**src/rtl/mdu_unit.sv**
```systemverilog
// Multi-cycle multiply/divide unit with HI/LO registers for the EX stage.
// Define MDU_DIV_EN to build the div/divu datapath; without it those opcodes act as reserved.
module mdu_unit #(
    parameter int MULT_CYCLES = 5,
    parameter int DIV_CYCLES  = 10
) (
    input  logic        i_clk,
    input  logic        i_reset_n,
    input  logic        i_start,
    input  logic [2:0]  i_MDUOp,
    input  logic [31:0] i_A,
    input  logic [31:0] i_B,
    input  logic        i_HIWr,
    input  logic        i_LOWr,
    input  logic        i_HILOSel,
    output logic        o_busy,
    output logic [31:0] o_HI,
    output logic [31:0] o_LO,
    output logic [31:0] o_MDOut
);

    localparam int CNT_MAX = (MULT_CYCLES > DIV_CYCLES) ? MULT_CYCLES : DIV_CYCLES;
    localparam int CNT_W   = ($clog2(CNT_MAX + 1) > 4) ? $clog2(CNT_MAX + 1) : 4;

    typedef enum logic {
        S_IDLE,
        S_RUN
    } state_t;

    state_t             r_state;
    state_t             w_nextState;
    logic [CNT_W-1:0]   r_cnt;
    logic               r_busy;
    logic [31:0]        r_HI;
    logic [31:0]        r_LO;
    logic [31:0]        r_a;
    logic [31:0]        r_b;
    logic               r_signed;
    logic               w_opValid;
    logic               w_launch;
    logic               w_finish;
    logic [CNT_W-1:0]   w_loadCnt;
    logic [63:0]        w_ma;
    logic [63:0]        w_mb;
    logic [63:0]        w_prod;
    logic [31:0]        w_resHI;
    logic [31:0]        w_resLO;
    logic               w_resWr;

    // Opcode decode: 1xx is always reserved, 01x only when the divider exists.
    always_comb begin
        w_loadCnt = CNT_W'(MULT_CYCLES);
`ifdef MDU_DIV_EN
        w_opValid = ~i_MDUOp[2];
        if (i_MDUOp[1]) begin
            w_loadCnt = CNT_W'(DIV_CYCLES);
        end
`else
        w_opValid = ~i_MDUOp[2] & ~i_MDUOp[1];
`endif
    end

    always_comb begin
        w_nextState = r_state;
        w_launch    = 1'b0;
        w_finish    = 1'b0;
        case (r_state)
            S_IDLE: begin
                if (i_start && w_opValid) begin
                    w_launch    = 1'b1;
                    w_nextState = S_RUN;
                end
            end
            S_RUN: begin
                if (r_cnt == CNT_W'(1)) begin
                    w_finish    = 1'b1;
                    w_nextState = S_IDLE;
                end
            end
            default: w_nextState = S_IDLE;
        endcase
    end

    // One shared multiplier: the low 64 bits of the extended product are correct for both signednesses.
    always_comb begin
        w_ma   = {{32{r_signed & r_a[31]}}, r_a};
        w_mb   = {{32{r_signed & r_b[31]}}, r_b};
        w_prod = w_ma * w_mb;
    end

`ifdef MDU_DIV_EN
    logic        r_isDiv;
    logic        r_divZero;
    logic [31:0] w_absA;
    logic [31:0] w_absB;
    logic [31:0] w_uq;
    logic [31:0] w_ur;
    logic        w_negQ;
    logic        w_negR;

    // Sign-magnitude division; 0x80000000 / -1 naturally yields quotient 0x80000000, remainder 0.
    always_comb begin
        w_negR = r_signed & r_a[31];
        w_negQ = r_signed & (r_a[31] ^ r_b[31]);
        w_absA = w_negR ? -r_a : r_a;
        w_absB = (r_signed & r_b[31]) ? -r_b : r_b;
        w_uq   = '0;
        w_ur   = '0;
        if (!r_divZero) begin
            w_uq = w_absA / w_absB;
            w_ur = w_absA % w_absB;
        end
        w_resLO = r_isDiv ? (w_negQ ? -w_uq : w_uq) : w_prod[31:0];
        w_resHI = r_isDiv ? (w_negR ? -w_ur : w_ur) : w_prod[63:32];
        w_resWr = ~(r_isDiv & r_divZero);
    end

    always_ff @(posedge i_clk) begin
        if (!i_reset_n) begin
            r_isDiv   <= 1'b0;
            r_divZero <= 1'b0;
        end else if (w_launch) begin
            r_isDiv   <= i_MDUOp[1];
            r_divZero <= i_MDUOp[1] & (i_B == 32'd0);
        end
    end
`else
    always_comb begin
        w_resLO = w_prod[31:0];
        w_resHI = w_prod[63:32];
        w_resWr = 1'b1;
    end
`endif

    // Moves are accepted only in IDLE and only when no start is presented.
    always_ff @(posedge i_clk) begin
        if (!i_reset_n) begin
            r_state  <= S_IDLE;
            r_cnt    <= '0;
            r_busy   <= 1'b0;
            r_HI     <= '0;
            r_LO     <= '0;
            r_a      <= '0;
            r_b      <= '0;
            r_signed <= 1'b0;
        end else begin
            r_state <= w_nextState;
            if (w_launch) begin
                r_a      <= i_A;
                r_b      <= i_B;
                r_signed <= ~i_MDUOp[0];
                r_cnt    <= w_loadCnt;
                r_busy   <= 1'b1;
            end else if (r_state == S_RUN) begin
                r_cnt <= r_cnt - CNT_W'(1);
                if (w_finish) begin
                    r_busy <= 1'b0;
                    if (w_resWr) begin
                        r_HI <= w_resHI;
                        r_LO <= w_resLO;
                    end
                end
            end else if (!i_start) begin
                if (i_HIWr) begin
                    r_HI <= i_A;
                end
                if (i_LOWr) begin
                    r_LO <= i_A;
                end
            end
        end
    end

    assign o_busy  = r_busy;
    assign o_HI    = r_HI;
    assign o_LO    = r_LO;
    assign o_MDOut = i_HILOSel ? r_HI : r_LO;

endmodule

```
**config.mk**
```make
export PLATFORM = sky130hd
export DESIGN_NAME = mdu_unit
export DESIGN_NICKNAME = d
export VERILOG_FILES = /design/src/rtl/mdu_unit.sv
export SDC_FILE = /design/constraint.sdc
export NUM_CORES = 2
export LEC_CHECK = 0
export ABC_AREA = 1
export CORE_MARGIN = 5
export CORE_UTILIZATION = 35
export DETAILED_ROUTE_END_ITERATION = 7
export PLACE_DENSITY = 0.51
export SKIP_LAST_GASP = 1
export SLEW_MARGIN = 5
export SYNTH_ARGS = -nofsm -noshare
export SYNTH_HDL_FRONTEND = slang
export SYNTH_SLANG_ARGS = --single-unit
```
**constraint.sdc**
```tcl
create_clock -name i_clk -period 7.87 [get_ports i_clk]
set_clock_uncertainty 0.15 [all_clocks]
set_input_delay 1.574 -clock i_clk [delete_from_list [all_inputs] [get_ports i_clk]]
set_output_delay 1.574 -clock i_clk [all_outputs]
set_load 0.1 [all_outputs]
```
# Yosys cells after proc, flatten, opt, wreduce, memory -nomap -nowiden
# Index checks and enable logic that the tools add are counted.
# totals
regBits	135
inputBits	73
out_inout_bits	97
elab_cells	52
# op_classes
addsub	1
multipliers	1
n_eq_ne	3
n_mux	20
bitwise_logic	9
reduce_logical	9
# ops
operator	count
32-bit two-way mux	9
33-bit by 33-bit multiplier with 64-bit output	1
1-bit two-way mux	8
4-bit AND reduction	2
2-bit nonzero test	4
3-bit two-way mux	2
1-bit NOT	6
4-bit by 1-bit == test with 1-bit output, second input constant	1
2-bit by 1-bit inequality test with 1-bit output, second input constant	2
4-bit by 1-bit subtractor with 4-bit output, second input constant	1
1-bit AND	3
1-bit case mux with 2 select lines	1
2-bit AND reduction	1
2-bit OR reduction	1
1-bit logical AND	1

# Longest topological paths before layout
# depth
word_depth	7
ltp_mapped	35
depth_no_buf	33

# Least setup slack after synthesis
# Ideal clock, no wire load.
# synth_path
kind	register to register
startpoint	reg r_a[31]
endpoint	reg r_HI[31], in the netlist o_HI[31]
setup_ps	122
arrival_time_ps	7411
required_ps	7598
path_slack_ps	187
path_stages_with_launch	30
path_buffers	3
period_less_slack_ps	7683
path_cell_list	dfxtp_1 -> buf_2 -> nand2_1 -> clkbuf_1 -> buf_1 -> nor2_1 -> fa_1 -> inv_1 -> fa_1 -> inv_1 -> fa_1 -> inv_1 -> fa_1 -> fa_1 -> fa_1 -> inv_1 -> fa_1 -> inv_1 -> fa_1 -> inv_1 -> ha_1 -> inv_1 -> nor3_1 -> nand2_1 -> nor3_1 -> nand2_1 -> nand3_1 -> nand2_1 -> nand3_1 -> a21oi_1
# synth_via
elab_chain_cells	4
# synth_lines
item	line_no	rtl
start, declared	36	logic [31:0] r_a;
start signal, assigned	149	r_a <= i_A;
1-bit AND	86	w_ma = {{32{r_signed & r_a[31]}}, r_a};
33-bit by 33-bit multiplier with 64-bit output (*)	88	w_prod = w_ma * w_mb;
32-bit two-way mux (*)	156	if (w_finish) begin
32-bit two-way mux (*)	154	end else if (r_state == S_RUN) begin
end signal, assigned	159	r_HI <= w_resHI;
end signal, assigned	165	r_HI <= i_A;
end, declared	34	logic [31:0] r_HI;
# Every way passes the cells marked *; elsewhere a longest branch is shown, timed or not. The select of a mux whose other input is x is not followed.
# A chain may end at the register's enable or synchronous reset.

# Worst setup path after layout
# layout_path
startpoint	reg r_a[20]
endpoint	reg r_LO[25], in the netlist o_LO[25]
# layout_via
elab_chain_cells	3
# layout_lines
item	line_no	rtl
33-bit by 33-bit multiplier with 64-bit output	88	
32-bit two-way mux	156	
32-bit two-way mux	154	
end signal, assigned	160	r_LO <= w_resLO;
end signal, assigned	168	r_LO <= i_A;
end, declared	35	logic [31:0] r_LO;
# Every way passes these cells. The select of a mux whose other input is x is not followed.

==> results.py <==
metrics = {
    "floorplanning": {
        "pin_count": 170,
        "die_w_um": 371,
        "rows": 132,
        "start_util_pct": 35.2,
        "core_um2": 129000,
        "dieHeight_um": 371,
        "die_area_um2": 137000,
    },
    "sta": {
        "final_hold_viol_count": 0,
        "fin_crit_sh_pct": 97.4,
        "fin_crit_ns": 7.67,
        "setup_viol": 0,
        "worst_pin_slew_ns": 1.06,
        "fmax_mhz": 130,
        "maxSlewViolCount": 0,
        "maxSlewHeadroom_pct": 29.0,
        "grt_setup_unrepaired": "yes",
    },
    "placement": {
        "portBuffers": 169,
        "place.gp.congestion": 0.967,
        "dp.cells": 7643,
        "dp_hpwl_um": 130000,
    },
    "drt": {
        "wl_per_cell_um": 20.0,
        "drc_errors": 0,
        "wl_met2_um": 76400,
        "drt_pass1_iterations": 5,
        "drt-initial-drc-count": 2534,
        "detail_route.vias_per_cell": 4.79,
        "highest_layer": "met5",
        "antenna_left": 0,
        "wl_um": 153000,
        "met3_wirelength_um": 7450,
        "vias": 36776,
        "wl_met1_um": 65500,
    },
    "clocking": {
        "htreeDepth": 4,
        "postCtsHoldBufs": 0,
        "clk_pin_slew_worst_paths_ns": 0.09,
        "cts_sinks": 135,
        "cts_tree": "done",
        "cts_made_buffers": 17,
        "clk_latency_ns": 0.50,
        "clock_tree.buffer_depth": 2,
        "cts-root-buf": "clkbuf_16",
    },
    "cells_and_area": {
        "multiInputGateArea_um2": 35400,
        "nFillCells": 13466,
        "nets": 7338,
        "finalNonFillerCells": 7681,
        "areaGrowthSynthToFinish_pct": 12.2,
        "seqCellArea_um2": 2710,
        "drive_gt1_share_pct": 5.74,
        "finalCoreUtilization_pct": 39.5,
        "antenna-diode-count": 0,
    },
    "logic_synthesis": {
        "synthArstFlopShare_pct": 0,
        "synth_top_area_share_pct": 49.5,
        "synth_enable_flop_cells": 0,
        "postSynthAreaPerCell_um2": 7.80,
        "ys.flop_type": "dfxtp_1",
        "ys_warn_count": 0,
        "syn_nets": 7251,
        "synth.distinct_cells": 36,
        "ys_ff_latch": 135,
        "syn_inst": 5839,
        "synth_largest_area_cell": "fa_1",
        "ys_seq_area_share_pct": 5.93,
        "syn_area_um2": 45500,
        "synthTopCellsByArea": "fa_1 (49%), inv_1 (14%), nand2_1 (12%)",
    },
    "power_and_ir_drop": {
        "p_leak_nw": 27.3,
        "pwr_density_cell_nw_per_um2": 60.2,
        "vdd_ir_drop_max_v": 0.000119,
    },
    "run_status": {
        "status": "finished, final reports clean",
    },
    "setup_path": {
        "worstPathRequired_ns": 8.10,
        "critPathMaxFanout": 34,
        "cp.arrival_ns": 7.90,
        "cp-start-kind": "flop",
        "slowest_delay_ns": 0.55,
        "crit_path_end_kind": "flop",
        "cpMostUsedCell": "fa_1",
        "cpMaxStageDelayCell": "fa_1",
        "worst-setup-path-type": "reg -> reg",
    },
    "flow_run": {
        "maxCapViolations": 0,
    },
    "global_routing": {
        "overflow": 0,
        "grt_pass1_vias": 39043,
        "grt_max_degree": 64,
        "grt_pass1_wl_um": 239000,
        "track_usage_pct": 23.0,
        "antenna_found_initial": 4,
    },
    "min_path": {
        "hold_path.class": "reg -> reg",
    },
}
## worst paths after layout
check | from | end | slack (ns) | cells past startpoint
worst max-delay path | r_a[20] | o_LO[25] | 0.20 | 25
worst min-delay path | r_cnt[1] | r_cnt[1] | 0.33 | 2
worst max register to register | r_a[20] | o_LO[25] | 0.20 | 25
worst min register to register | r_cnt[1] | r_cnt[1] | 0.33 | 2
## cell families (layout without fill, tap and decap cells)
kind of cell / after synthesis / in the layout / synth area share, %
muxes: 23 / 23 / 0.569
and+or+nand+nor: 1914 / 1914 / 16.5
xor gates and xnor gates: 9 / 9 / 0.173
buffers and inverters: 1997 / 2097 / 16.5
adders and majority gates: 1339 / 1339 / 55.3
DFF: 135 / 135 / 5.93
AOI/OAI and AO/OA: 422 / 422 / 4.97
## Yosys cell counts (9+ instances only)
library cell and instances:
nand3_1 130, o21bai_1 18, nand2_1 1513, mux2_2 23, dfxtp_1 135, or2_2 17
nand3b_1 10, buf_2 9, nor2_1 211, fa_1 1125, a31oi_1 11, inv_1 1674
ha_1 214, a21oi_1 227, o21ai_0 141, nand4_1 18, clkbuf_1 300
## per-stage QoR
stage               TNS [ns]  power (W)  hold slack [ns]  area [um^2]  setup slack [ns]
global route          -0.126    0.00321            0.365        51100           -0.0338
CTS                  -0.0102    0.00309            0.334        51000           -0.0102
finish                     0    0.00307            0.332        51100             0.205
floorplan                  0    0.00168            0.304        45500             0.187
global placement      -0.138    0.00223            0.320        50400            -0.138
detailed placement    -0.118    0.00223            0.323        50400            -0.117
## registers in the layout, indices dropped and copies added, names as in the netlist
name,cells
o_LO,32
r_a,32
r_cnt,4
r_signed,1
r_b,32
r_state,1
o_busy,1
o_HI,32
## layout make-up
type                    count  area share [%]
flip-flops and latches    135            5.31
well taps                1742            4.27
inverters                1680            12.4
clock buffers              18           0.840
repair buffers            385            7.65
multi-input cells        3707            69.3
clock inverters            14           0.299
## cell usage in the layout (no fill, tap or decap), types with 9 or more instances in the layout
cell type        netlist  routed
o21ai_0              141     139
inv_1               1674    1670
dfxtp_1              135     128
a31oi_1               11      11
buf_12                 0      48
nand2_1             1513    1511
clkdlybuf4s50_1        0     167
mux2_2                23      23
or2_2                 17      17
clkbuf_16              0      17
o21bai_1              18      18
nand4_1               18      18
o21ai_1                7       9
nand3_1              130     130
fa_1                1125    1123
nor2_2                 0       9
nor2_1               211     202
ha_1                 214     213
a21oi_1              227     223
nand3b_1              10      10
buf_4                  3     167
## timing repair
item                                    4_1_cts  5_1_grt
endpoints found under the setup margin        3       36
buffers inserted                              0        6
pin swaps                                     0        1
gates resized for setup                       2       32
## critical path: cells and delay by family (launching register included)
family	cells	cell delay [ns]
adder cells (fa/ha/maj)	9	4.40
AO/OA/AOI/OAI	4	1.09
AND/OR/NAND/NOR	4	0.99
buffers and inverters	8	0.57
flip-flops	1	0.33
## report_power, final
part	leakage, nW	internal (W)	switching (W)
Combinational	25.9	0.000417	0.00101
Clock	0.288	0.000426	0.000426
Sequential	1.11	0.000732	0.0000593
Total	27.3	0.00157	0.00150
## per-layer routing
metal | track usage, % | vias up
li1 | - | 16664
met1 | 30.8 | 18911
met2 | 40.2 | 1032
met3 | 2.25 | 167
met4 | 5.22 | 2
met5 | 0 | -
Power figures use the tool's default switching activity.
